## config.mk

```make
export PLATFORM = sky130hd
export DESIGN_NAME = pitch_ol_scale
export DESIGN_NICKNAME = d
export VERILOG_FILES = /design/src/rtl/pitch_ol_scale_pkg.sv /design/src/rtl/pitch_ol_scale_shift3.sv /design/src/rtl/pitch_ol_scale.sv
export SDC_FILE = /design/constraint.sdc
export NUM_CORES = 1
export LEC_CHECK = 0
export BUFFER_PORTS_ARGS = -buffer_cell sky130_fd_sc_hd__buf_2
export CORE_UTILIZATION = 45
export CTS_BUF_LIST = sky130_fd_sc_hd__clkbuf_4 sky130_fd_sc_hd__clkbuf_8
export DETAILED_ROUTE_END_ITERATION = 10
export PLACE_DENSITY_LB_ADDON = 0.3
export SYNTH_ARGS = -nofsm -noshare
export SYNTH_HDL_FRONTEND = slang
export SYNTH_HIERARCHICAL = 1
export SYNTH_SLANG_ARGS = --single-unit
export TNS_END_PERCENT = 100
```

## constraint.sdc

```tcl
create_clock -name clk -period 4.3 [get_ports clk]
set_input_delay 1.29 -clock clk [delete_from_list [all_inputs] [get_ports clk]]
set_output_delay 1.29 -clock clk [all_outputs]
set_load 0.02 [all_outputs]
```

## src/rtl/pitch_ol_scale_pkg.sv

```systemverilog
// Shared definitions for the open-loop pitch front end: FSM states, scaling modes, defaults.
// Also holds the scale-mode decision so later stages can reuse the same rule.
package pitch_ol_scale_pkg;

    localparam int          PIT_MAX     = 143;
    localparam logic [31:0] ENER_THRESH = 32'h0010_0000;

    typedef enum logic [2:0] {
        S_IDLE   = 3'd0,
        S_E_RD   = 3'd1,
        S_E_ACC  = 3'd2,
        S_DECIDE = 3'd3,
        S_W_RD   = 3'd4,
        S_W_WR   = 3'd5,
        S_DONE   = 3'd6
    } state_t;

    typedef enum logic [1:0] {
        MODE_COPY = 2'd0,
        MODE_SHL3 = 2'd1,
        MODE_SHR3 = 2'd2
    } scale_mode_t;

    // Overflow forces down-scaling; otherwise low energy is boosted, and equality keeps a plain copy.
    function automatic scale_mode_t select_mode(input logic ovf,
                                                input logic [31:0] ener,
                                                input logic [31:0] thresh);
        scale_mode_t m;
        if (ovf)
            m = MODE_SHR3;
        else if ($signed(ener) < $signed(thresh))
            m = MODE_SHL3;
        else
            m = MODE_COPY;
        return m;
    endfunction

endpackage

```

## src/rtl/pitch_ol_scale_shift3.sv

```systemverilog
// Combinational 16-bit scaler: pass-through, shift-left-3 with saturation, or arithmetic shift-right-3.
module pitch_ol_shift3
    import pitch_ol_scale_pkg::*;
(
    input  scale_mode_t mode,
    input  logic [15:0] din,
    output logic [15:0] dout
);

    logic fits;

    // A left shift by 3 is lossless only when the top four bits are all sign copies.
    assign fits = (din[15:12] == {4{din[15]}});

    always_comb begin
        dout = din;
        case (mode)
            MODE_SHL3: begin
                if (fits)
                    dout = {din[12:0], 3'b000};
                else
                    dout = din[15] ? 16'h8000 : 16'h7FFF;
            end
            MODE_SHR3: dout = {{3{din[15]}}, din[15:3]};
            default:   dout = din;
        endcase
    end

endmodule

```

## src/rtl/pitch_ol_scale.sv

```systemverilog
// Energy pass then scaled-copy pass over signal[-PIT_MAX .. L_frame-1]; done pulses in cycle 4N+2.
// Define PITCH_OL_SCALE_ENERGY_EN to expose the final energy on an extra output port.
module pitch_ol_scale
    import pitch_ol_scale_pkg::*;
#(
    parameter int          PIT_MAX     = pitch_ol_scale_pkg::PIT_MAX,
    parameter int          ADDR_W      = 12,
    parameter logic [31:0] ENER_THRESH = pitch_ol_scale_pkg::ENER_THRESH
)(
    input  logic              clk,
    input  logic              reset,
    input  logic              start,
    output logic              done,
    input  logic [ADDR_W-1:0] signal,
    input  logic [ADDR_W-1:0] scal_sig,
    input  logic [15:0]       L_frame,
    output logic [ADDR_W-1:0] readAddr,
    input  logic [31:0]       readIn,
    output logic [ADDR_W-1:0] writeAddr,
    output logic [31:0]       writeOut,
    output logic              writeEn,
    output logic [15:0]       L_mac_a,
    output logic [15:0]       L_mac_b,
    output logic [31:0]       L_mac_c,
    input  logic [31:0]       L_mac_in,
    input  logic              L_mac_overflow,
    output logic [1:0]        scale_mode
`ifdef PITCH_OL_SCALE_ENERGY_EN
    ,
    output logic [31:0]       energy
`endif
);

    state_t            state;
    scale_mode_t       mode;
    logic [ADDR_W-1:0] k;
    logic [31:0]       t0;
    logic              ovf;

    logic [ADDR_W-1:0] sig_base;
    logic [ADDR_W-1:0] scal_base;
    logic [31:0]       n_last;
    logic              last;
    logic [15:0]       sample;
    logic [15:0]       scaled;
    logic              unused_hi;

    // Both buffers start PIT_MAX samples before their nominal origin; addresses wrap naturally.
    assign sig_base  = signal - ADDR_W'(PIT_MAX);
    assign scal_base = scal_sig - ADDR_W'(PIT_MAX);
    assign n_last    = 32'(PIT_MAX) + 32'(L_frame) - 32'd1;
    assign last      = (32'(k) == n_last);
    assign sample    = readIn[15:0];
    assign unused_hi = ^readIn[31:16];

    pitch_ol_shift3 u_shift3 (
        .mode (mode),
        .din  (sample),
        .dout (scaled)
    );

    always_comb begin
        readAddr  = '0;
        writeAddr = '0;
        writeOut  = '0;
        writeEn   = 1'b0;
        L_mac_a   = '0;
        L_mac_b   = '0;
        L_mac_c   = '0;
        case (state)
            S_E_RD, S_W_RD: readAddr = sig_base + k;
            S_E_ACC: begin
                L_mac_a = sample;
                L_mac_b = sample;
                L_mac_c = t0;
            end
            S_W_WR: begin
                writeEn   = 1'b1;
                writeAddr = scal_base + k;
                writeOut  = {{16{scaled[15]}}, scaled};
            end
            default: ;
        endcase
    end

    always_ff @(posedge clk) begin
        if (reset) begin
            state      <= S_IDLE;
            mode       <= MODE_COPY;
            done       <= 1'b0;
            scale_mode <= 2'd0;
            t0         <= '0;
            ovf        <= 1'b0;
            k          <= '0;
`ifdef PITCH_OL_SCALE_ENERGY_EN
            energy     <= '0;
`endif
        end else begin
            done <= 1'b0;
            case (state)
                S_IDLE: begin
                    if (start) begin
                        t0    <= '0;
                        ovf   <= 1'b0;
                        k     <= '0;
                        state <= S_E_RD;
                    end
                end
                S_E_RD: state <= S_E_ACC;
                S_E_ACC: begin
                    // t0 keeps taking the saturated result even after overflow has been flagged.
                    t0  <= L_mac_in;
                    ovf <= ovf | L_mac_overflow;
                    if (last) begin
                        k     <= '0;
                        state <= S_DECIDE;
                    end else begin
                        k     <= k + ADDR_W'(1);
                        state <= S_E_RD;
                    end
                end
                S_DECIDE: begin
                    mode  <= select_mode(ovf, t0, ENER_THRESH);
`ifdef PITCH_OL_SCALE_ENERGY_EN
                    energy <= t0;
`endif
                    state <= S_W_RD;
                end
                S_W_RD: state <= S_W_WR;
                S_W_WR: begin
                    if (last) begin
                        // Publish the mode together with done so it is valid from the pulse onward.
                        done       <= 1'b1;
                        scale_mode <= mode;
                        state      <= S_DONE;
                    end else begin
                        k     <= k + ADDR_W'(1);
                        state <= S_W_RD;
                    end
                end
                S_DONE:  state <= S_IDLE;
                default: state <= S_IDLE;
            endcase
        end
    end

endmodule

```

==> impl_metrics.py, run 1 <==
metrics = {
    "yosys": {
        "syn_area_um2": 5060,
        "synth_area_leaders": "dfxtp_1 21%, ha_1 11%, and3_1 6.6%",
        "synth_fp_nets": 833,
        "synth_ff_type": "dfxtp_1",
        "netlist.area_leader.share_pct": 21.0,
        "yosysWarnings": 6,
        "ys_seq_elements": 53,
        "ys_async_sr_fraction_pct": 0,
        "ys_seq_area_share_pct": 21.0,
        "syn_avg_cell_area_um2": 7.48,
        "synthDistinctLibCells": 60,
        "syn_inst": 677,
        "synth-edff-count": 0,
        "synth_area_leader_cell": "dfxtp_1",
    },
    "placement": {
        "place_area_um2": 6310,
        "place_inst": 988,
        "hpwlAfterDp_mm": 10.8,
        "place_worst_setup_slack_ns": -0.570,
        "gp_congestion": 0.866,
        "port_buffers": 215,
    },
    "sta": {
        "period_needed_ns": 4.68,
        "setup_slack_ns": -0.380,
        "worstMarginPinSlew_ns": 1.12,
        "slew_headroom_pct": 25.5,
        "whs_ns": 0.492,
        "drv_slew": 0,
        "rsz0062_at_grt": "yes",
        "setup_viol": 10,
        "period_share_pct": 109,
        "skew_ns": 0.00716,
        "hold_viol_final": 0,
        "max_freq_ghz": 0.214,
    },
    "worst_setup_path": {
        "crit_type": "in -> out",
        "worst-r2r-setup-slack_ns": 1.64,
        "arrival_ns": 3.39,
        "r2r_end": "state[1]$_SDFFE_PP0P_",
        "crit_path_start_kind": "primary input",
        "worstReg2RegStart": "k[11]$_SDFFE_PP0P_",
        "r2r_cells": 7,
        "path_max_fanout": 3,
        "worst_setup_path_end_kind": "primary output",
        "crit_required_ns": 3.01,
        "cp-startpoint": "signal[2]",
    },
    "die": {
        "dieArea_um2": 11700,
        "core_um2": 10900,
        "floorplan.rows": 38,
        "die_y_um": 108,
        "start_util_pct": 46.5,
        "die_w_um": 108,
        "pin_count": 232,
    },
    "power_and_ir_drop": {
        "p_per_area_nw_per_um2": 185,
        "ir_worst_vdd_uv": 151,
        "p_leak_uw": 0.00344,
    },
    "detailed_routing": {
        "vias_per_cell": 5.54,
        "wl_per_cell_um": 14.7,
        "first_pass_iters": 5,
        "first_iter_violations": 296,
        "drc": 0,
        "vias": 5538,
        "wl_mm": 14.7,
        "final_antenna_net_count": 0,
    },
    "clock_network": {
        "cts_sinks": 53,
        "cts_root_buffer": "clkbuf_8",
        "cts_tree": "done",
        "clockBufferDepth": 2,
        "htree_levels": 2,
        "cts.clk_slew.worst_paths_ns": 0.10,
        "clock_latency_ns": 0.31,
        "cts-buffers-inserted": 5,
    },
    "final_layout": {
        "fillers": 964,
        "drive_gt1_share_pct": 37.6,
        "fin_area_um2": 6690,
        "areaGrowthSynthToFinish_pct": 32.3,
        "final_nets": 1015,
        "diodes": 0,
        "multi_input_area_um2": 3690,
        "seqCellArea_um2": 1060,
        "instances_no_fill": 1000,
    },
    "worst_hold_path": {
        "hold_class": "reg -> reg",
        "hp-start": "scale_mode[0]$_SDFFE_PP0P_",
        "min_path_cells": 2,
        "min_to": "scale_mode[0]$_SDFFE_PP0P_",
    },
    "grt": {
        "antenna_found_initial": 0,
        "busiest_layer": "met2",
        "grt_use_met1_pct": 29.3,
        "grt_pass1_wl_mm": 22.7,
        "grt_pass1_vias": 5035,
        "use_met3_pct": 3.86,
        "use_met2_pct": 42.7,
        "grt_max_degree": 60,
        "grt_use_total_pct": 23.8,
        "overflow": 0,
    },
    "run": {
        "cap_violations": 0,
    },
    "status": {
        "failed_checks": "negative setup slack",
        "status": "finished, violations left",
    },
}
-- layer usage --
layer	up-vias	wire length (um)	share of wire (%)
li1	2728	-	-
met1	2595	6170	42
met2	197	7410	50
met3	18	854	5.8
met4	0	238	1.6
met5	-	0	0
-- power by group --
part	switching, uW	internal [uW]
Combinational	236	183
Clock	176	133
Sequential	7.61	501
-- layout by cell type, fill, tap and decap left out, drive strengths merged, types with 14 or more instances in the layout --
cell type | Yosys | layout
and3 | 53 | 53
inv | 65 | 66
nand2 | 19 | 19
nor3 | 20 | 20
nand3 | 17 | 17
buf | 41 | 248
o22ai | 14 | 14
a22oi | 33 | 33
o21ai | 33 | 33
and2 | 19 | 19
ha | 46 | 46
dfxtp | 53 | 53
nor2 | 71 | 71
xnor2 | 18 | 18
xor2 | 15 | 15
a21oi | 19 | 19
-- repair_timing --
item | in CTS | in global routing
setup buffers | 4 | 0
endpoints found under the setup margin | 11 | 13
pin swaps | 24 | 8
endpoints found under the hold margin | 0 | 0
hold buffers | 0 | 0
gates resized for setup | 43 | 14
-- worst max-delay path by stage --
| stage | end |
|---|---|
| 2_1_floorplan | readAddr[11] |
| 3_3_place_gp | readAddr[11] |
| 3_5_place_dp | readAddr[11] |
| 4_1_cts | readAddr[10] |
| 5_1_grt | readAddr[10] |
| 6_report | readAddr[10] |
-- worst max-delay path, stage by stage --
cell and delay, ns:
buf_6 0.10, ha_4 0.23, buf_6 0.11, ha_4 0.20, a21o_1 0.16, a21oi_2 0.16
o21ai_2 0.09, a2111o_1 0.42, a41oi_2 0.17, xor2_1 0.23, nor2_2 0.08, buf_6 0.16
-- cells by family after synthesis --
family | count (synthesis) | synth area share (%)
flops | 53 | 21.0
mux | 5 | 0.989
buf+inv | 139 | 13.0
fa+ha+maj | 48 | 12.2
simple gates | 247 | 25.9
compound gates | 152 | 21.2
xor+xnor | 33 | 5.71
-- state kept, by name (all words and copies together), names as in the netlist --
name / flops
mode: 2
done: 1
state: 3
ovf: 1
scale_mode: 2
t0: 32
k: 12
-- stage by stage --
| step | power, uW | setup TNS [ns] | utilization [%] |
|---|---|---|---|
| after floorplan | 772 | -0.292 | - |
| after global placement | 886 | -3.21 | 58.0 |
| after detailed placement | 899 | -3.58 | 58.0 |
| after CTS | 1240 | -2.55 | 60.8 |
| after global routing | 1300 | -3.66 | 61.5 |
| final | 1240 | -2.66 | 61.5 |
-- synth_stat cells, drive strengths merged, types with 3 or more instances --
cell type	number
a32oi	3
or3	7
a221oi	10
mux2i	5
nor3	20
o21ai	33
a2111o	3
nor4	7
inv	65
nand3	17
nand2b	10
and3	53
clkbuf	32
nor2	71
o22ai	14
nand3b	3
nor3b	5
a21o	8
a2bb2oi	3
a22oi	33
ha	46
xnor2	18
dfxtp	53
xor2	15
and2	19
nand2	19
nand4	4
a211oi	3
buf	41
a21oi	19
nor2b	7
o31a	3
-- cell type report --
| class | count | share of cell area, % |
|---|---|---|
| multi-input cells | 485 | 55.2 |
| repair buffers | 248 | 21.2 |
| flip-flops and latches | 53 | 15.9 |
| inverters | 66 | 3.70 |
| well taps | 140 | 2.62 |
| clock buffers | 6 | 1.23 |
| clock inverters | 2 | 0.243 |
Note: power is estimated with default switching activity, not from simulation.
==> run 2, diff against run 1 <==
--- a/config.mk
+++ b/config.mk
@@ -6,7 +6,7 @@
 export NUM_CORES = 1
 export LEC_CHECK = 0
 export BUFFER_PORTS_ARGS = -buffer_cell sky130_fd_sc_hd__buf_2
-export CORE_UTILIZATION = 45
+export CORE_UTILIZATION = 37
 export CTS_BUF_LIST = sky130_fd_sc_hd__clkbuf_4 sky130_fd_sc_hd__clkbuf_8
 export DETAILED_ROUTE_END_ITERATION = 10
 export PLACE_DENSITY_LB_ADDON = 0.3
==> constraint.sdc (replaced) <==
create_clock -name clk -period 4.3 [get_ports clk]
set_input_delay 0.645 -clock clk [delete_from_list [all_inputs] [get_ports clk]]
set_output_delay 0.645 -clock clk [all_outputs]
set_load 0.02 [all_outputs]
==> run 2 against run 1 <==
  * Combinational power fell by 18%
  * Sequential share of layout area grew 1.5 points
  * Largest cell class unchanged
  * Register-to-register slack got worse by 0.04 ns
  * The flow now finishes without violations
==> impl_metrics.py, run 2 (same netlist as run 1, synthesis figures left out) <==
metrics = {
    "clock_network": {
        "clockBufferDepth": 2,
        "hold_buffers": 0,
        "cts_root_buffer": "clkbuf_8",
        "cts.clk_slew.worst_paths_ns": 0.10,
        "cts-buffers-inserted": 5,
        "htree_levels": 2,
        "ctsResizeCount": 0,
        "clock_latency_ns": 0.31,
        "cts_tree": "done",
        "cts_setup_buffers": 0,
        "cts_sinks": 53,
    },
    "worst_setup_path": {
        "crit_required_ns": 3.65,
        "crit_path_start_kind": "flip-flop",
        "path_max_fanout": 8,
        "worst_setup_path_end_kind": "primary output",
        "arrival_ns": 3.26,
        "crit_type": "reg -> out",
    },
    "final_layout": {
        "final_nets": 986,
        "diodes": 0,
        "reg.largest.list": "t0 x32, k x12, state x3",
        "fin_util_pct": 45.9,
        "final_cell_mix": "215 x buf_2, 70 x nor2_1, 65 x inv_1",
        "fillers": 1374,
        "drive_gt1_share_pct": 28.5,
        "areaGrowthSynthToFinish_pct": 20.5,
        "regMostFlops": "t0",
        "seqCellArea_um2": 1060,
        "layout_commonest_cell": "buf_2",
        "multi_input_area_um2": 3350,
        "largest_register_ffs": 32,
    },
    "die": {
        "start_util_pct": 38.1,
        "floorplan.rows": 42,
        "die_y_um": 119,
        "pin_count": 232,
        "die_w_um": 119,
        "dieArea_um2": 14200,
        "core_um2": 13300,
    },
    "detailed_routing": {
        "final_antenna_net_count": 0,
        "vias_per_cell": 5.17,
        "first_pass_iters": 5,
        "vias": 5203,
        "wl_per_cell_um": 13.8,
        "drc": 0,
        "first_iter_violations": 308,
        "wl_mm": 13.9,
    },
    "sta": {
        "rsz0062_at_grt": "no",
        "max_freq_ghz": 0.256,
        "setup_viol": 0,
        "skew_ns": 0.0141,
        "setup_tns_ns": 0,
        "hold_viol_final": 0,
        "whs_ns": 0.475,
        "period_share_pct": 90.7,
        "slew_headroom_pct": 24.3,
        "drv_slew": 0,
        "worstMarginPinSlew_ns": 1.14,
        "period_needed_ns": 3.90,
    },
    "worst_hold_path": {
        "hold_class": "reg -> reg",
    },
    "run": {
        "cap_violations": 0,
    },
    "power_and_ir_drop": {
        "p_per_area_nw_per_um2": 198,
        "p_leak_uw": 0.00324,
        "ir_worst_vdd_uv": 159,
        "power.total_uw": 1210,
    },
    "placement": {
        "gp_congestion": 0.870,
        "port_buffers": 215,
        "hpwlAfterDp_mm": 10.3,
    },
    "grt": {
        "use_met3_pct": 3.26,
        "grt_max_degree": 60,
        "antenna_found_initial": 0,
        "use_met2_pct": 31.1,
        "overflow": 0,
        "grt_pass1_wl_mm": 22.1,
        "grt_use_total_pct": 18.7,
        "grt_use_met1_pct": 25.8,
        "busiest_layer": "met2",
        "grt_pass1_vias": 4462,
    },
    "status": {
        "status": "completed",
    },
}
run 2: changes by cell type in the layout (fill, tap and decap cells not counted), sizes merged:
cell	previous run	this run
buf	248	219
bufinv	0	1
clkbuf	6	5
clkinvlp	1	0
inv	66	67
run 2: final timing paths:
kind	startpoint	to	slack (ns)	cells after the start
worst min-delay path	scale_mode[1]$_SDFFE_PP0P_	scale_mode[1]$_SDFFE_PP0P_	0.47	2
worst max-delay path	k[3]$_SDFFE_PP0P_	writeAddr[11]	0.40	10
worst min register to register	scale_mode[1]$_SDFFE_PP0P_	scale_mode[1]$_SDFFE_PP0P_	0.47	2
worst max register to register	k[11]$_SDFFE_PP0P_	state[1]$_SDFFE_PP0P_	1.60	7
run 2: layer usage:
| layer | share of wire (%) | up-vias |
|---|---|---|
| met5 | 0 | - |
| li1 | - | 2678 |
| met3 | 5.8 | 12 |
| met4 | 0.58 | 0 |
| met2 | 47 | 152 |
| met1 | 47 | 2361 |
run 2: layout make-up:
cell class	instances	share of cell area (%)
clock buffers	5	1.13
clock inverters	3	0.780
inverters	66	4.06
multi-input cells	485	54.9
flip-flops and latches	53	17.4
well taps	176	3.61
repair buffers	219	18.1
run 2: where the power goes:
group	internal (uW)	switching, uW	leakage, uW	total, uW
registers	501	8.39	0.000428	509
logic	141	202	0.00275	343
clock network	178	179	0.0000591	357
total	819	390	0.00324	1210
run 2: stage by stage:
stage | cells | instance area (um2) | worst slack [ns]
final | 1007 | 6100 | 0.398
after global routing | 1007 | 6100 | 0.117
after CTS | 1007 | 6100 | 0.401
after detailed placement | 999 | 5980 | 0.590
after global placement | 999 | 5980 | 0.631
after floorplan | 677 | 5060 | 0.737
run 2: critical path, cell delays in order (launching register included):
cell and delay, ns:
dfxtp_1 0.60, ha_1 0.32, ha_1 0.32, nor2b_1 0.15, o21ai_0 0.21, a21oi_1 0.12
o21ai_0 0.36, a211oi_1 0.15, or3_1 0.38, a21oi_1 0.14, buf_2 0.20
